$ cat src/rtl/vedic_mul_pipe_pkg.sv
// vedic_mul_pipe_pkg: shared multiplier constants (legal widths, pipeline depth)
package vedic_mul_pipe_pkg;
  localparam int STAGES = 2;
  localparam int N_LEGAL = 4;
  localparam int LEGAL_W [N_LEGAL] = '{8, 16, 32, 64};
  function automatic bit legal_w(input int w);
    bit ok;
    ok = 1'b0;
    for (int i = 0; i < N_LEGAL; i++) ok |= (LEGAL_W[i] == w);
    return ok;
  endfunction
endpackage

$ cat src/rtl/vedic_mul_pipe_tile.sv
// vedic_tile: combinational N x N unsigned vedic multiplier, recursive down to 8x8 tiles
import vedic_mul_pipe_pkg::*;
module vedic_tile #(
  parameter int N = 8
) (
  input  logic [N-1:0]   a,
  input  logic [N-1:0]   b,
  output logic [2*N-1:0] p
);
  if (N <= 8) begin : g_leaf
    assign p = (2*N)'(a) * (2*N)'(b);
  end else begin : g_rec
    localparam int H = N / 2;
    logic [N-1:0]   ll, lh, hl, hh;
    logic [2*N-1:0] mid;
    vedic_tile #(.N(H)) u_ll (.a(a[H-1:0]), .b(b[H-1:0]), .p(ll));
    vedic_tile #(.N(H)) u_lh (.a(a[H-1:0]), .b(b[N-1:H]), .p(lh));
    vedic_tile #(.N(H)) u_hl (.a(a[N-1:H]), .b(b[H-1:0]), .p(hl));
    vedic_tile #(.N(H)) u_hh (.a(a[N-1:H]), .b(b[N-1:H]), .p(hh));
    assign mid = (2*N)'(lh) + (2*N)'(hl);
    assign p   = {hh, ll} + (mid << H);
  end
endmodule

$ cat src/rtl/vedic_mul_pipe.sv
// vedic_mul_pipe: two-stage valid/ready signed/unsigned vedic multiplier
import vedic_mul_pipe_pkg::*;
module vedic_mul_pipe #(
  parameter int W = 16
) (
  input  logic           clk,
  input  logic           rst_n,
  input  logic           in_valid,
  output logic           in_ready,
  input  logic [W-1:0]   a,
  input  logic [W-1:0]   b,
  input  logic           sgn,
  output logic           out_valid,
  input  logic           out_ready,
  output logic [2*W-1:0] p
);
  localparam int H = W / 2;
  if (!legal_w(W)) begin : g_bad_w
    $error("vedic_mul_pipe: illegal W");
  end
  logic           v1, v2, ld1, ld2, neg1;
  logic [W-1:0]   am, bm, ll, lh, hl, hh;
  logic [W-1:0]   pp_ll, pp_lh, pp_hl, pp_hh;
  logic [2*W-1:0] mid, sum;
  assign ld2       = !v2 | out_ready;
  assign ld1       = !v1 | ld2;
  assign in_ready  = ld1;
  assign out_valid = v2;
  // -2^(W-1) negates to itself, which is the correct unsigned magnitude
  assign am = (sgn & a[W-1]) ? -a : a;
  assign bm = (sgn & b[W-1]) ? -b : b;
  vedic_tile #(.N(H)) u_ll (.a(am[H-1:0]), .b(bm[H-1:0]), .p(ll));
  vedic_tile #(.N(H)) u_lh (.a(am[H-1:0]), .b(bm[W-1:H]), .p(lh));
  vedic_tile #(.N(H)) u_hl (.a(am[W-1:H]), .b(bm[H-1:0]), .p(hl));
  vedic_tile #(.N(H)) u_hh (.a(am[W-1:H]), .b(bm[W-1:H]), .p(hh));
  assign mid = (2*W)'(pp_hl) + (2*W)'(pp_lh);
  assign sum = {pp_hh, pp_ll} + (mid << H);
  always_ff @(posedge clk or negedge rst_n) begin
    if (!rst_n) begin
      v1    <= 1'b0;
      v2    <= 1'b0;
      neg1  <= 1'b0;
      pp_ll <= '0;
      pp_lh <= '0;
      pp_hl <= '0;
      pp_hh <= '0;
      p     <= '0;
    end else begin
      if (ld1) v1 <= in_valid;
      if (ld2) v2 <= v1;
      if (ld1 & in_valid) begin
        pp_ll <= ll;
        pp_lh <= lh;
        pp_hl <= hl;
        pp_hh <= hh;
        neg1  <= sgn & (a[W-1] ^ b[W-1]);
      end
      if (ld2 & v1) p <= neg1 ? -sum : sum;
    end
  end
endmodule

$ cat config.mk
export PLATFORM = sky130hd
export DESIGN_NAME = vedic_mul_pipe
export DESIGN_NICKNAME = d
export VERILOG_FILES = /design/src/rtl/vedic_mul_pipe_pkg.sv /design/src/rtl/vedic_mul_pipe_tile.sv /design/src/rtl/vedic_mul_pipe.sv
export SDC_FILE = /design/constraint.sdc
export NUM_CORES = 1
export LEC_CHECK = 0
export CAP_MARGIN = 0
export CORE_UTILIZATION = 57
export CTS_CLUSTER_DIAMETER = 60
export DETAILED_ROUTE_END_ITERATION = 6
export GPL_TIMING_DRIVEN = 0
export PLACE_DENSITY = 0.88
export SYNTH_ARGS = -nofsm -noshare
export SYNTH_HDL_FRONTEND = slang
export SYNTH_SLANG_ARGS = --single-unit
$ cat constraint.sdc
create_clock -name clk -period 4.9 [get_ports clk]
set_input_delay 0.49 -clock clk [delete_from_list [all_inputs] [get_ports clk]]
set_output_delay 0.49 -clock clk [all_outputs]
set_load 0.1 [all_outputs]
==> results of run 1 <==
registers in the layout (all words and copies together) (netlist names):
name	flops
out_valid	1
pp_hh	16
pp_hl	16
pp_lh	16
pp_ll	16
neg1	1
v1	1
p	32
metal layers:
metal | GRT usage | routed length (um) | vias to the layer above
li1 | - | - | 6433
met1 | 0.443 | 19300 | 7479
met2 | 0.695 | 27100 | 1366
met3 | 0.192 | 9120 | 688
met4 | 0.326 | 7870 | 8
met5 | 0.0208 | 70 | -
placed cells by master, fill, tap and decap left out, types with 13 or more instances in the layout:
cell type        netlist  layout
a21o_1                25      25
a21oi_1               49      27
a21oi_2                1      17
buf_4                  0     157
buf_6                  0      44
clkbuf_1              59      27
clkdlybuf4s50_1        0      42
dfrtp_1               99      99
fa_1                 146     128
fa_2                   0      18
ha_1                 183     146
ha_4                   0      32
inv_1                234     201
inv_2                  0      29
nand2_1              168     161
nand2b_1              31      29
nand3_1               25      21
nor2_1               255     217
nor2_2                 0      27
nor3_1                31      21
o21ai_0              120      71
o21ai_1                2      29
o21ai_2                0      17
o31ai_1               23      19
or2_2                 36      21
or2_4                  0      15
or3_1                 16      13
xnor2_1               64      27
xnor2_2                0      24
xnor2_4                0      13
xor2_1                55      41
worst min path at each step:
stage / start / endpoint / slack (ns) / depth (start not counted)
5_1_grt: rst_n / p[6] / 0.09 / 1
3_3_place_gp: p[28] / p[28] / 0.46 / 2
6_report: rst_n / p[6] / 0.06 / 1
2_1_floorplan: rst_n / neg1 / 0.19 / 0
3_5_place_dp: rst_n / p[6] / 0.44 / 1
4_1_cts: rst_n / p[6] / 0.08 / 1
cell families (layout without fill, tap and decap cells):
kind of cell / count (synthesis) / count (layout) / share of synthesized area
compound gates: 300 / 300 / 0.128
xor+xnor: 119 / 119 / 0.0706
fa+ha+maj: 329 / 329 / 0.353
buf+inv: 298 / 581 / 0.0779
flops: 99 / 99 / 0.168
mux: 5 / 5 / 0.00339
other cells: 0 / 4 / 0
simple gates: 639 / 639 / 0.200
stage by stage:
stage	setup slack [ns]	hold WS, ns	instances	TNS [ns]	instance area, um^2
2_1_floorplan	-0.592	0.194	1789	-7.47	15500
3_3_place_gp	-2.60	0.460	2189	-93.66	16700
3_5_place_dp	-2.64	0.443	2190	-91.44	16700
4_1_cts	-0.592	0.0756	2348	-8.21	19300
5_1_grt	-1.61	0.0876	2402	-30.83	20400
6_report	-1.40	0.0591	2406	-24.87	20400
layout make-up:
cell class | count | share of cell area
multi-input cells | 1392 | 0.653
flip-flops and latches | 99 | 0.121
repair buffers | 271 | 0.120
inverters | 235 | 0.0445
plain buffers | 59 | 0.0245
well taps | 330 | 0.0202
clock buffers | 10 | 0.0117
clock inverters | 6 | 0.00362
diodes | 4 | 0.000491
timing repair:
| action | in CTS | in global routing |
|---|---|---|
| resized for setup | 333 | 185 |
| endpoints found under the setup margin | 58 | 48 |
| setup buffers | 144 | 66 |
| pin swaps | 147 | 126 |
| cloned | 1 | 0 |
==> results.md, run 1 <==
* Max-slew headroom at 0.352
* Yosys cell types at 71
* Vias at 16000
* Failing checks: DRC, setup timing
* Crit path largest cell delay at 0.71 ns
* Status: finished with violations
* Reg2Reg Setup Slack at -0.29 ns
* Area grow syn2layout at 38.1%
* Async set-reset flop share out of synthesis at 1.00
* Die Y at 163 um
* Htree depth at 3
* Synth Register Bits at 99
* Final Hold Fails at 0
* Syn_nets at 2155
* Layout cell share with drive strength beyond 1 at 0.300
* Fin util at 0.805
* CP Launch Type: input port
* Count leader, synth: nor2_1
* Clock-pin slew on the worst setup and hold paths at 0.07 ns
* Ports at 71
* Cell count along the critical path at 19
* Synthesized area at 14800 um^2
* Number of remaining DRC errors at 3
* First-pass GRT wire length at 85900 um
* Filler cell count at 1367
* Post-synth top cells: 255 x nor2_1, 234 x inv_1, 183 x ha_1
* RR Endpoint: p[26]
* Ranking of synthesized cells by area: fa_1 20%, dfrtp_1 17%, ha_1 16%
* Final Max Tran Viols at 0
* Row count at 58
* CP Max Fanout at 4
* Placer congestion estimate at 0.919
* Worst slew pin tran at 0.970 ns
* Buffer depth of the longest clock path at 2
* Multi-input gate area at 13300 um^2
* PnR worst setup slack at -1.40 ns
* Post-synth top flop: dfrtp_1
* Starting density of the core at 0.583
* Post-route ant nets at 0
* CP endpoint kind: register
* Critical path capture point: pp_hl[14]
* GRT overflow at 0
* Cts hold-fix bufs at 0
* Hold WC Path Type: in2async
* Synth Warn # at 0
* Slowest-stage cell, CP: clkdlybuf4s50_1
* Final clock skew at 0.00970 ns
* Clock Latency Late Sink at 0.36 ns
* Critical Path RT at 5.13 ns
* DR WL/cell at 26.4 um
* Crit path max-delay family: adder cells
* Final nets at 2433
* CTS buffer count at 9
* Antenna violations before repair at 6
* Final worst-path cycle share at 1.28
* Largest net degree at the start of global routing at 71
* Crit path arrival time at 6.52 ns
* Initial DRT Pass Iterations at 7
* R2R depth at 22
* Port Buffers at 70
* Vias in the first global route at 15800
* RR Startpoint: pp_hl[0]
* Tmin final at 6.30 ns
* CP startpoint: a[12]
* Post-DR vias/cell at 6.64
* DP Wirelength at 32100 um
* Maximum clock rate at 159 MHz
* Mapped Cells at 1789
* CTS sink cnt at 99
* Post-synth EDFFs at 0
* Final setup violation count at 41
* Die area at 26500 um^2
* Total track usage at 0.433
* Avg Synthesized Cell Area at 8.25 um^2
* Synth top area share at 0.198
* CTS tree: done
* Unrepaired setup endpoints after global routing: true
* Seq/Total Area, Yosys at 0.168
* CP Cell Sequence: clkdlybuf4s50_1, nor2_1, a31oi_2, xor2_2, nand2b_1, fa_1, fa_1, inv_2, fa_1, inv_2, fa_2, inv_2, ha_4, a21o_1, a21oi_2, o21ai_2, o211ai_1, xor2_1, o21ai_1
* Critical path buffer and inverter count at 4
* Clock root cell: clkbuf_16
* CORE AREA at 25300 um^2
* Worst Setup Path Type: in2reg
* DR iter-0 viols at 2173
* FF/Latch Area at 2480 um^2
* Chip Width at 163 um
* Wirelength, routed at 63400 um
* Area leader, netlist: fa_1
* Number of max-cap violations at 0
Power of run 1 is not shown: default switching activity piles up to over one toggle a cycle in this logic, so the estimate is an artifact.
==> run 2: changes to the inputs <==
CAP_MARGIN = not set   (was 0)
CORE_UTILIZATION = 40   (was 57)
PLACE_DENSITY = 0.68   (was 0.88)
==> run 2 against run 1 <==
Effect of this change:
- the flow finishes with violations (setup timing)
- critical path depth is 8 higher
- core utilization down 25 points
- fmax grew 14%
- flip-flop and latch count did not move
- global-route usage fell by 19 points
- routed wire length shrank 29%
- via count down 15%
- sequential share of layout area is 0.27 points higher
- register-to-register slack about the same
- design area is 2.1% lower
- first-iteration DRC count is 61% lower
- clock skew about the same
==> results.md, run 2 (same netlist as run 1, synthesis figures left out) <==
* Buffer depth of the longest clock path at 2
* Tmin final at 5.52 ns
* Ports at 71
* Filler cell count at 3131
* CP endpoint kind: register
* Area grow syn2layout at 35.2%
* Multi-input gate area at 13200 um^2
* CTS sink cnt at 99
* Row count at 69
* Design Area, Final at 20000 um^2
* Vias in the first global route at 13900
* Clock-pin slew on the worst setup and hold paths at 0.07 ns
* CTS tree: done
* Unrepaired setup endpoints after global routing: true
* Vias at 13600
* Commonest non-fill, non-tap cell in the layout: nor2_1
* Wirelength, routed at 44900 um
* Clock root cell: clkbuf_16
* FF/Latch Area at 2480 um^2
* Port Buffers at 70
* Starting density of the core at 0.411
* CP most frequent cell: fa_1
* Final setup violation count at 32
* DR WL/cell at 18.0 um
* Critical Path RT at 5.12 ns
* Maximum clock rate at 181 MHz
* Crit path largest cell delay at 0.50 ns
* Antenna violations before repair at 0
* CP Launch Type: input port
* PnR worst setup slack at -0.620 ns
* DR iter-0 viols at 854
* GRT overflow at 0
* Top reg by flops: p
* Post-DP Area at 16800 um^2
* Final nets at 2394
* Final Hold Fails at 0
* Ant diodes at 0
* CP Max Fanout at 4
* Failing checks: setup timing
* Most frequent cells in the layout: 231 x nor2_1, 212 x inv_1, 164 x nand2_1
* Final worst-path cycle share at 1.13
* Final clock skew at 0.00953 ns
* Post-route ant nets at 0
* Layout cell share with drive strength beyond 1 at 0.268
* Slowest-stage cell, CP: fa_1
* RR Startpoint: pp_lh[0]
* CTS buffer count at 9
* Largest net degree at the start of global routing at 65
* Placer congestion estimate at 0.868
* CP startpoint: a[1]
* CORE AREA at 35900 um^2
* DP Wirelength at 32600 um
* Hold WC Path Type: in2async
* Number of max-cap violations at 0
* Htree depth at 3
* Post-DR vias/cell at 5.44
* Final Max Tran Viols at 0
* Largest register FFs at 32
* Number of remaining DRC errors at 0
* Max-slew headroom at 0.332
* Initial DRT Pass Iterations at 7
* Cts hold-fix bufs at 0
* Worst hold margin at 0.0889 ns
* Total track usage at 0.238
* Die Y at 194 um
* Die area at 37700 um^2
* Clock Latency Late Sink at 0.35 ns
* Chip Width at 194 um
* Worst slew pin tran at 0.999 ns
* Crit path arrival time at 5.74 ns
* Status: finished with violations
* First-pass GRT wire length at 71700 um
* Worst Setup Path Type: in2reg
[run 2: cell type report]
type,instances,share of cell area
timing repair buffer,233,0.102
multi-input combinational,1392,0.660
clock inverter,5,0.00351
sequential,99,0.124
clock buffer,10,0.0120
inverter,235,0.0452
buffer,58,0.0244
tap,461,0.0289
[run 2: worst paths after layout]
path	slack, ns	to	depth (start not counted)
worst max-delay path	-0.62	pp_hl[15]	27
worst min-delay path	0.09	p[7]	1
worst max register to register	-0.29	p[31]	24
worst min register to register	0.48	p[24]	2
max in group asynchronous	4.14	pp_hh[10]	2
min in group clk	0.48	p[24]	2
[run 2: per-stage QoR]
stage / setup slack, ns / instances / util / TNS [ns]
2_1_floorplan: -0.592 / 1789 / - / -7.47
3_3_place_gp: -2.80 / 2320 / 0.468 / -118.40
3_5_place_dp: -2.84 / 2321 / 0.469 / -96.17
4_1_cts: -0.613 / 2457 / 0.538 / -9.65
5_1_grt: -0.780 / 2493 / 0.556 / -16.59
6_report: -0.620 / 2493 / 0.556 / -10.83
[run 2: timing repair]
action	in CTS	in global routing
buffers inserted	125	45
endpoints found under the hold margin	0	0
setup endpoints to repair	58	42
gates resized for setup	313	113
pin swaps	138	82
[run 2: per-layer routing]
| layer | track usage | part of all wire | vias up |
|---|---|---|---|
| met5 | 0 | 0 | - |
| met1 | 0.305 | 0.43 | 6654 |
| li1 | - | - | 6343 |
| met4 | 0.0920 | 0.035 | 0 |
| met3 | 0.0341 | 0.058 | 93 |
| met2 | 0.404 | 0.48 | 460 |
[run 2: worst max-delay path, delay by kind of cell]
kind / cells / cell delay [ns]
and+or+nand+nor: 4 / 0.79
buffers and inverters: 8 / 0.74
xor gates and xnor gates: 2 / 0.28
AOI/OAI and AO/OA: 7 / 1.11
adders and majority gates: 6 / 2.33
Power of run 2 is left out for the same reason.
